**src/rtl/game_sequencer.sv**
```systemverilog
// Flappy Bird game-flow controller: round sequencing, staggered pipe
// launch, game-over latch, score clear and restart lockout.
module game_sequencer #(
  parameter int         NUM_PIPES = 3,
  parameter logic [9:0] LAUNCH_X  = 10'd213,
  parameter int         OVER_HOLD = 25_000_000
) (
  input  logic                    clk,
  input  logic                    reset,
  input  logic                    start_btn,
  input  logic                    bird_btn,
  input  logic                    collision,
  input  logic [10*NUM_PIPES-1:0] pipe_x0,
  output logic [NUM_PIPES-1:0]    pipe_start,
  output logic                    bird_start,
  output logic                    game_over,
  output logic                    clear_scr,
  output logic                    score_clr,
  output logic [1:0]              state
);

  localparam int CW =
    (OVER_HOLD < 1) ? 1 : $clog2(OVER_HOLD + 1);
  localparam logic [CW-1:0] HOLD = CW'(OVER_HOLD);

  typedef enum logic [1:0] {
    IDLE = 2'd0,
    BIRD = 2'd1,
    RUN  = 2'd2,
    OVER = 2'd3
  } state_t;

  state_t               cur, nxt;
  logic [CW-1:0]        cnt, nxt_cnt;
  logic                 start_q, bird_q;
  logic                 start_rise, bird_rise;
  logic [NUM_PIPES-1:0] nxt_pipe;
  logic                 nxt_bird, nxt_over;
  logic                 nxt_clear, nxt_clr;

  assign start_rise = start_btn & ~start_q;
  assign bird_rise  = bird_btn & ~bird_q;
  assign state      = cur;

  always_ff @(posedge clk or negedge reset) begin
    if (!reset) begin
      cur        <= IDLE;
      cnt        <= '0;
      start_q    <= 1'b0;
      bird_q     <= 1'b0;
      pipe_start <= '0;
      bird_start <= 1'b0;
      game_over  <= 1'b0;
      clear_scr  <= 1'b1;
      score_clr  <= 1'b0;
    end else begin
      cur        <= nxt;
      cnt        <= nxt_cnt;
      start_q    <= start_btn;
      bird_q     <= bird_btn;
      pipe_start <= nxt_pipe;
      bird_start <= nxt_bird;
      game_over  <= nxt_over;
      clear_scr  <= nxt_clear;
      score_clr  <= nxt_clr;
    end
  end

  always_comb begin
    nxt       = cur;
    nxt_cnt   = cnt;
    nxt_pipe  = pipe_start;
    nxt_bird  = bird_start;
    nxt_over  = game_over;
    nxt_clear = clear_scr;
    nxt_clr   = 1'b0;
    unique case (cur)
      IDLE: begin
        nxt_pipe  = '0;
        nxt_bird  = 1'b0;
        nxt_over  = 1'b0;
        nxt_clear = 1'b1;
        if (bird_rise && !start_rise) begin
          nxt       = BIRD;
          nxt_bird  = 1'b1;
          nxt_clear = 1'b0;
        end
      end
      BIRD: begin
        nxt_pipe  = '0;
        nxt_bird  = 1'b1;
        nxt_over  = 1'b0;
        nxt_clear = 1'b0;
      end
      RUN: begin
        if (collision) begin
          nxt       = OVER;
          nxt_cnt   = '0;
          nxt_pipe  = '0;
          nxt_bird  = 1'b0;
          nxt_over  = 1'b1;
          nxt_clear = 1'b1;
        end else begin
          for (int i = 1; i < NUM_PIPES; i++) begin
            if (pipe_start[i-1] &&
                pipe_x0[10*(i-1) +: 10] == LAUNCH_X)
              nxt_pipe[i] = 1'b1;
          end
        end
      end
      OVER: begin
        nxt_pipe  = '0;
        nxt_bird  = 1'b0;
        nxt_over  = 1'b1;
        nxt_clear = 1'b1;
        if (cnt < HOLD) nxt_cnt = cnt + 1'b1;
      end
      default: nxt = IDLE;
    endcase
    // Any accepted start enters RUN with the same entry actions
    if (start_rise &&
        (cur == IDLE || cur == BIRD ||
         (cur == OVER && cnt == HOLD))) begin
      nxt       = RUN;
      nxt_clr   = 1'b1;
      nxt_pipe  = NUM_PIPES'(1);
      nxt_bird  = 1'b1;
      nxt_over  = 1'b0;
      nxt_clear = 1'b0;
    end
  end

endmodule

```
**config.mk**
```make
export PLATFORM = sky130hd
export DESIGN_NAME = game_sequencer
export DESIGN_NICKNAME = d
export VERILOG_FILES = /design/src/rtl/game_sequencer.sv
export SDC_FILE = /design/constraint.sdc
export NUM_CORES = 1
export LEC_CHECK = 0
export BUFFER_PORTS_ARGS = -buffer_cell sky130_fd_sc_hd__buf_2
export CAP_MARGIN = 20
export CORE_MARGIN = 10
export CORE_UTILIZATION = 54
export DETAILED_ROUTE_END_ITERATION = 8
export MAX_ROUTING_LAYER = met4
export PLACE_DENSITY_LB_ADDON = 0.15
export SETUP_SLACK_MARGIN = 0.1
export SLEW_MARGIN = 20
export SYNTH_ARGS = -nofsm -noshare
export SYNTH_HDL_FRONTEND = slang
export SYNTH_SLANG_ARGS = --single-unit
```
**constraint.sdc**
```tcl
create_clock -name clk -period 2.7 [get_ports clk]
set_clock_uncertainty 0.15 [all_clocks]
set_input_delay 0.405 -clock clk [delete_from_list [all_inputs] [get_ports clk]]
set_output_delay 0.405 -clock clk [all_outputs]
set_load 0.01 [all_outputs]
```
# After elaboration in Yosys (flattened, before gate mapping)
# Index checks and enable logic that the tools add are counted.
# W data, S select, Z words.
[totals]
output_inout_bits = 9
in_bits = 35
ff_bits = 36
wordCells = 67
[op_classes]
reduce_logical = 15
magnitude_cmp = 1
add_sub_neg = 1
bitwise_logic = 4
muxes = 23
n_eq_ne = 12
[op_table]
columns = ["cell", "count"]
rows = [
  ["$mux W25", 2],
  ["$pmux W25 S2", 1],
  ["$add A25 B1 Y25 const B", 1],
  ["$eq A25 B25 Y1 const B", 1],
  ["$lt A25 B25 Y1 const B", 1],
  ["$eq A10 B8 Y1 const B", 2],
  ["$mux W1", 10],
  ["$mux W2", 4],
  ["$ne A4 B4 Y1 const B", 2],
  ["$pmux W1 S4", 2],
  ["$pmux W3 S2", 1],
  ["$reduce_and A3 Y1", 2],
  ["$logic_and A1 B1 Y1", 5],
  ["$eq A2 B2 Y1 const B", 2],
  ["$ne A2 B2 Y1 const B", 2],
  ["$pmux W2 S2", 1],
  ["$mux W3", 1],
  ["$ne A3 B2 Y1 const B", 1],
  ["$ne A3 B3 Y1 const B", 1],
  ["$pmux W1 S3", 1],
  ["$reduce_bool A3 Y1", 1],
  ["$reduce_or A3 Y1", 1],
  ["$and A1 B1 Y1", 2],
  ["$eq A2 B1 Y1 const B", 1],
  ["6 further kinds", 8],
]

# Depth between registers and ports, before layout
[logic_depth]
word_depth = 7
depth_mapped = 8
mapped_depth_nobuf = 7

# Worst setup path before layout
# Ideal clock, no wire load.
[synth_path]
kind = "register to register"
start = "register cnt[10]"
end = "register cnt[16]"
arrival_time_ns = 1.712
path_stages_with_launch = 9
slack_ns = 0.758
t_required_ns = 2.471
setup_ns = 0.079
period_less_slack_ns = 1.942
cell_sequence = "dfrtp_1 buf_6 nor4_2 nand2_1 a41o_1 buf_4 buf_2 a21oi_2 mux2i_1"
[synth_via]
elab_chain_len = 3
[synth_rtl]
columns = ["item", "line_no", "source"]
rows = [
  ["start: declaration", "34", "logic [CW-1:0] cnt, nxt_cnt;"],
  ["start signal: assignment", "58", "cnt <= nxt_cnt;"],
  ["$add A25 B1 Y25 / $lt A25 B25 Y1 (equally long branches)", "116", "if (cnt < HOLD) nxt_cnt = cnt + 1'b1;"],
  ["$mux W25 / $ne A2 B2 Y1 (equally long branches)", "-", ""],
  ["$pmux W25 S2 / $reduce_and A3 Y1 (equally long branches)", "-", ""],
]
# Parallel ways exist; a longest one is shown, timed or not. The select of a mux whose other input is x is not followed.
# A chain may end at the register's enable or synchronous reset.

# Final worst setup path
[layout_path]
start = "register cur[0] (netlist: state[0])"
end = "register cnt[18]"
[layout_via]
elab_chain_len = 3
[layout_rtl]
columns = ["item", "line_no", "source"]
rows = [
  ["start: declaration", "33", "state_t cur, nxt;"],
  ["start signal: assignment", "57", "cur <= nxt;"],
  ["$eq A2 B2 Y1", "77", "unique case (cur)"],
  ["$ne A2 B2 Y1 (no source line) / $reduce_bool A2 Y1 (equally long branches)", "-", ""],
  ["$reduce_and A3 Y1 (no source line)", "-", ""],
]
# Parallel ways exist; a longest one is shown, timed or not.

==> key figures <==
Yosys
  • Number of synthesized register bits: 36
  • Synth Net Count: 260
  • Cell taking the most area after synthesis: dfrtp_1
  • Share of the synthesized area in the top cell type: 41.22%
  • Post-synthesis cell area: 0.002125 sq mm
  • Avg Cell Area, Syn: 9.527 sq um
  • Top FF cell, synth: dfrtp_1
  • Synth top area cells: dfrtp_1, mux2i_1, nand2_1
  • Yosys warns: 0
  • Post-synth cell types: 43
  • Seq/Total Area, Yosys: 42.46%
  • Cells after Synth: 223
  • EDFF count, synth: 0
  • Ys async rst share: 100.0%

Power
  • PD cells: 524.2 mW/mm^2
  • Peak supply drop: 0.0003407 V
  • Overall Power: 1261 uW
  • Leakage Power: 0.001093 uW

Timing
  • Setup TNS Final: 0 ns
  • Final Hold Fails: 0
  • Max transition margin: 46.64%
  • RSZ-0062 raised after global routing: false
  • Fmax: 0.4262 GHz
  • Slew Limit Fails: 0
  • Setup WS post-layout: 0.3539 ns
  • Least-Margin Pin Slew: 0.8005 ns
  • Min cycle time layout: 2.346 ns
  • Hold_ws: 0.04425 ns
  • Final setup violation count: 0
  • Fin crit share: 86.89%

Clocking
  • CTS resizes: 0
  • Htree depth: 2
  • TritonCTS clock tree: built
  • Clock buffer depth: 2
  • Reg clk slew, reported paths: 0.07 ns
  • Root buf cell: clkbuf_8
  • Clk sinks: 36
  • Hold buffer count at cts: 0
  • Setup Buffers After CTS: 0
  • Worst skew pair latency: 0.30 ns
  • Clock buffer count from CTS: 5

Flow run
  • Max_cap viols: 0

Critical path
  • RR Startpoint: state[0]$_DFFE_PN0P_
  • Crit end category: flop
  • Data required time of the worst path: 2.77 ns
  • Worst setup startpoint: state[0]$_DFFE_PN0P_
  • Max incr delay on CP: 0.49 ns
  • Crit path cell chain: and2_1 > nand2_1 > o32a_1 > buf_12 > a211oi_2 > mux2i_1
  • Setup CP Type: flop to flop
  • Critical path arrival: 2.41 ns
  • FF-to-FF setup slack: 0.35 ns
  • Worst-path maximum fanout: 19
  • Slowest cell on crit path: o32a_1
  • CP Launch Type: flop

Drt
  • Vias/cell: 5.813
  • DRT antenna net count: 0
  • Routed len/inst: 15.15 microns
  • Post-Route WL: 4620 microns
  • DR vias: 1773
  • Drt first pass iters: 4
  • DRC violations left: 0
  • Initial drt markers: 85

Placed design
  • Worst slack at placement: 0.3793 ns
  • PortBufs: 33
  • Final Wtd Congestion: 0.7903
  • # placed instances: 297
  • Detailed Place HPWL: 3321 microns

Run status
  • Status: finished, final reports clean

Floorplan
  • Row Count: 22
  • Initial Util: 56.75%
  • Die height: 82.73 microns
  • Core Region: 0.003744 sq mm
  • Ports: 44
  • Die area: 0.006843 sq mm
  • Die width: 82.73 microns

Finish
  • Number of diodes: 0
  • Final net count: 293
  • Share of cells above drive strength 1: 22.57%
  • Fin cells: 305
  • Commonest non-fill, non-tap cell in the layout: dfrtp_1
  • Synth-to-layout area growth: 13.25%
  • Most frequent cells in the layout: dfrtp_1, buf_2, nand2_1

GRT
  • Vias in the first global route: 1744
  • Wire length of the first global-routing pass: 7845 microns
  • Initial antenna violation count: 0
  • Largest net degree at the start of global routing: 37
  • Total track usage: 14.78%
  • GRT overflow: 0

Worst hold path
  • Min-Delay Path Class: input port to asynchronous set/reset pin
stage by stage:
stage / cell area, sq um / utilization (%)
after floorplan: 2125 / -
after CTS: 2406 / 64.27
after detailed placement: 2325 / 62.10
final: 2406 / 64.27
after global placement: 2325 / 62.10
after global routing: 2406 / 64.27
power by group:
part	internal [uW]	total, uW	switching [uW]
registers	599	678	79.5
clock network	181	373	192
logic	104	210	106
total	884	1260	377
registers in the layout, indices dropped and copies added, names as in the netlist:
name        count
bird_start      1
bird_q          1
pipe_start      3
start_q         1
game_over       1
clear_scr       1
score_clr       1
state           2
cnt            25
routing by layer:
layer | vias up | GRT usage, % | wire length [microns]
met3 | 6 | 5.076 | 422
met2 | 43 | 24.85 | 2202
met1 | 846 | 16.44 | 1952
met5 | - | - | 0
met4 | 0 | 3.679 | 42
li1 | 878 | - | -
worst max-delay path: cells and delay by family (launching register included):
family	cells	cell delay (ns)
compound gates	2	0.76
flops	1	0.46
simple gates	2	0.43
buf+inv	1	0.24
mux	1	0.23
kinds of logic (layout without fill, tap and decap cells):
logic type      after synthesis  in the layout  share of synthesized area (%)
simple gates                102            102                          25.85
compound gates               51             51                          19.02
flops                        36             36                          42.46
buf+inv                      17             51                          4.416
mux                          15             15                          7.067
fa+ha+maj                     2              2                          1.178
path summary, 6_finish.rpt:
check | to | cells past startpoint
worst max register to register | cnt[18]$_DFFE_PN0P_ | 6
worst min register to register | bird_start$_DFFE_PN0P_ | 1
max in group asynchronous | cnt[3]$_DFFE_PN0P_ | 1
worst min-delay path | cnt[1]$_DFFE_PN0P_ | 1
min in group clk | bird_q$_DFF_PN0_ | 1
worst max-delay path | cnt[18]$_DFFE_PN0P_ | 6
final cells by class:
type,instances,area (sq um)
Fill cell,347,1338
Multi-Input combinational cell,170,1129
Sequential cell,36,902.1
Timing Repair Buffer,38,215.2
Clock buffer,7,76.32
Tap cell,48,60.06
Inverter,5,18.77
Clock inverter,1,5.005
cells in the mapped netlist (4+ instances only):
cell and n:
mux2i_1 15, o21ai_0 5, a211oi_2 4, dfrtp_1 35
a21oi_1 9, inv_1 5, and2_1 4, clkbuf_1 4
nand2_1 29, o22a_1 4, nand4_1 9, a31oi_1 4
nand3_1 13, nand2b_1 17, nor2_1 13, a21boi_0 5
No activity file was read; power rests on OpenSTA's default activity.
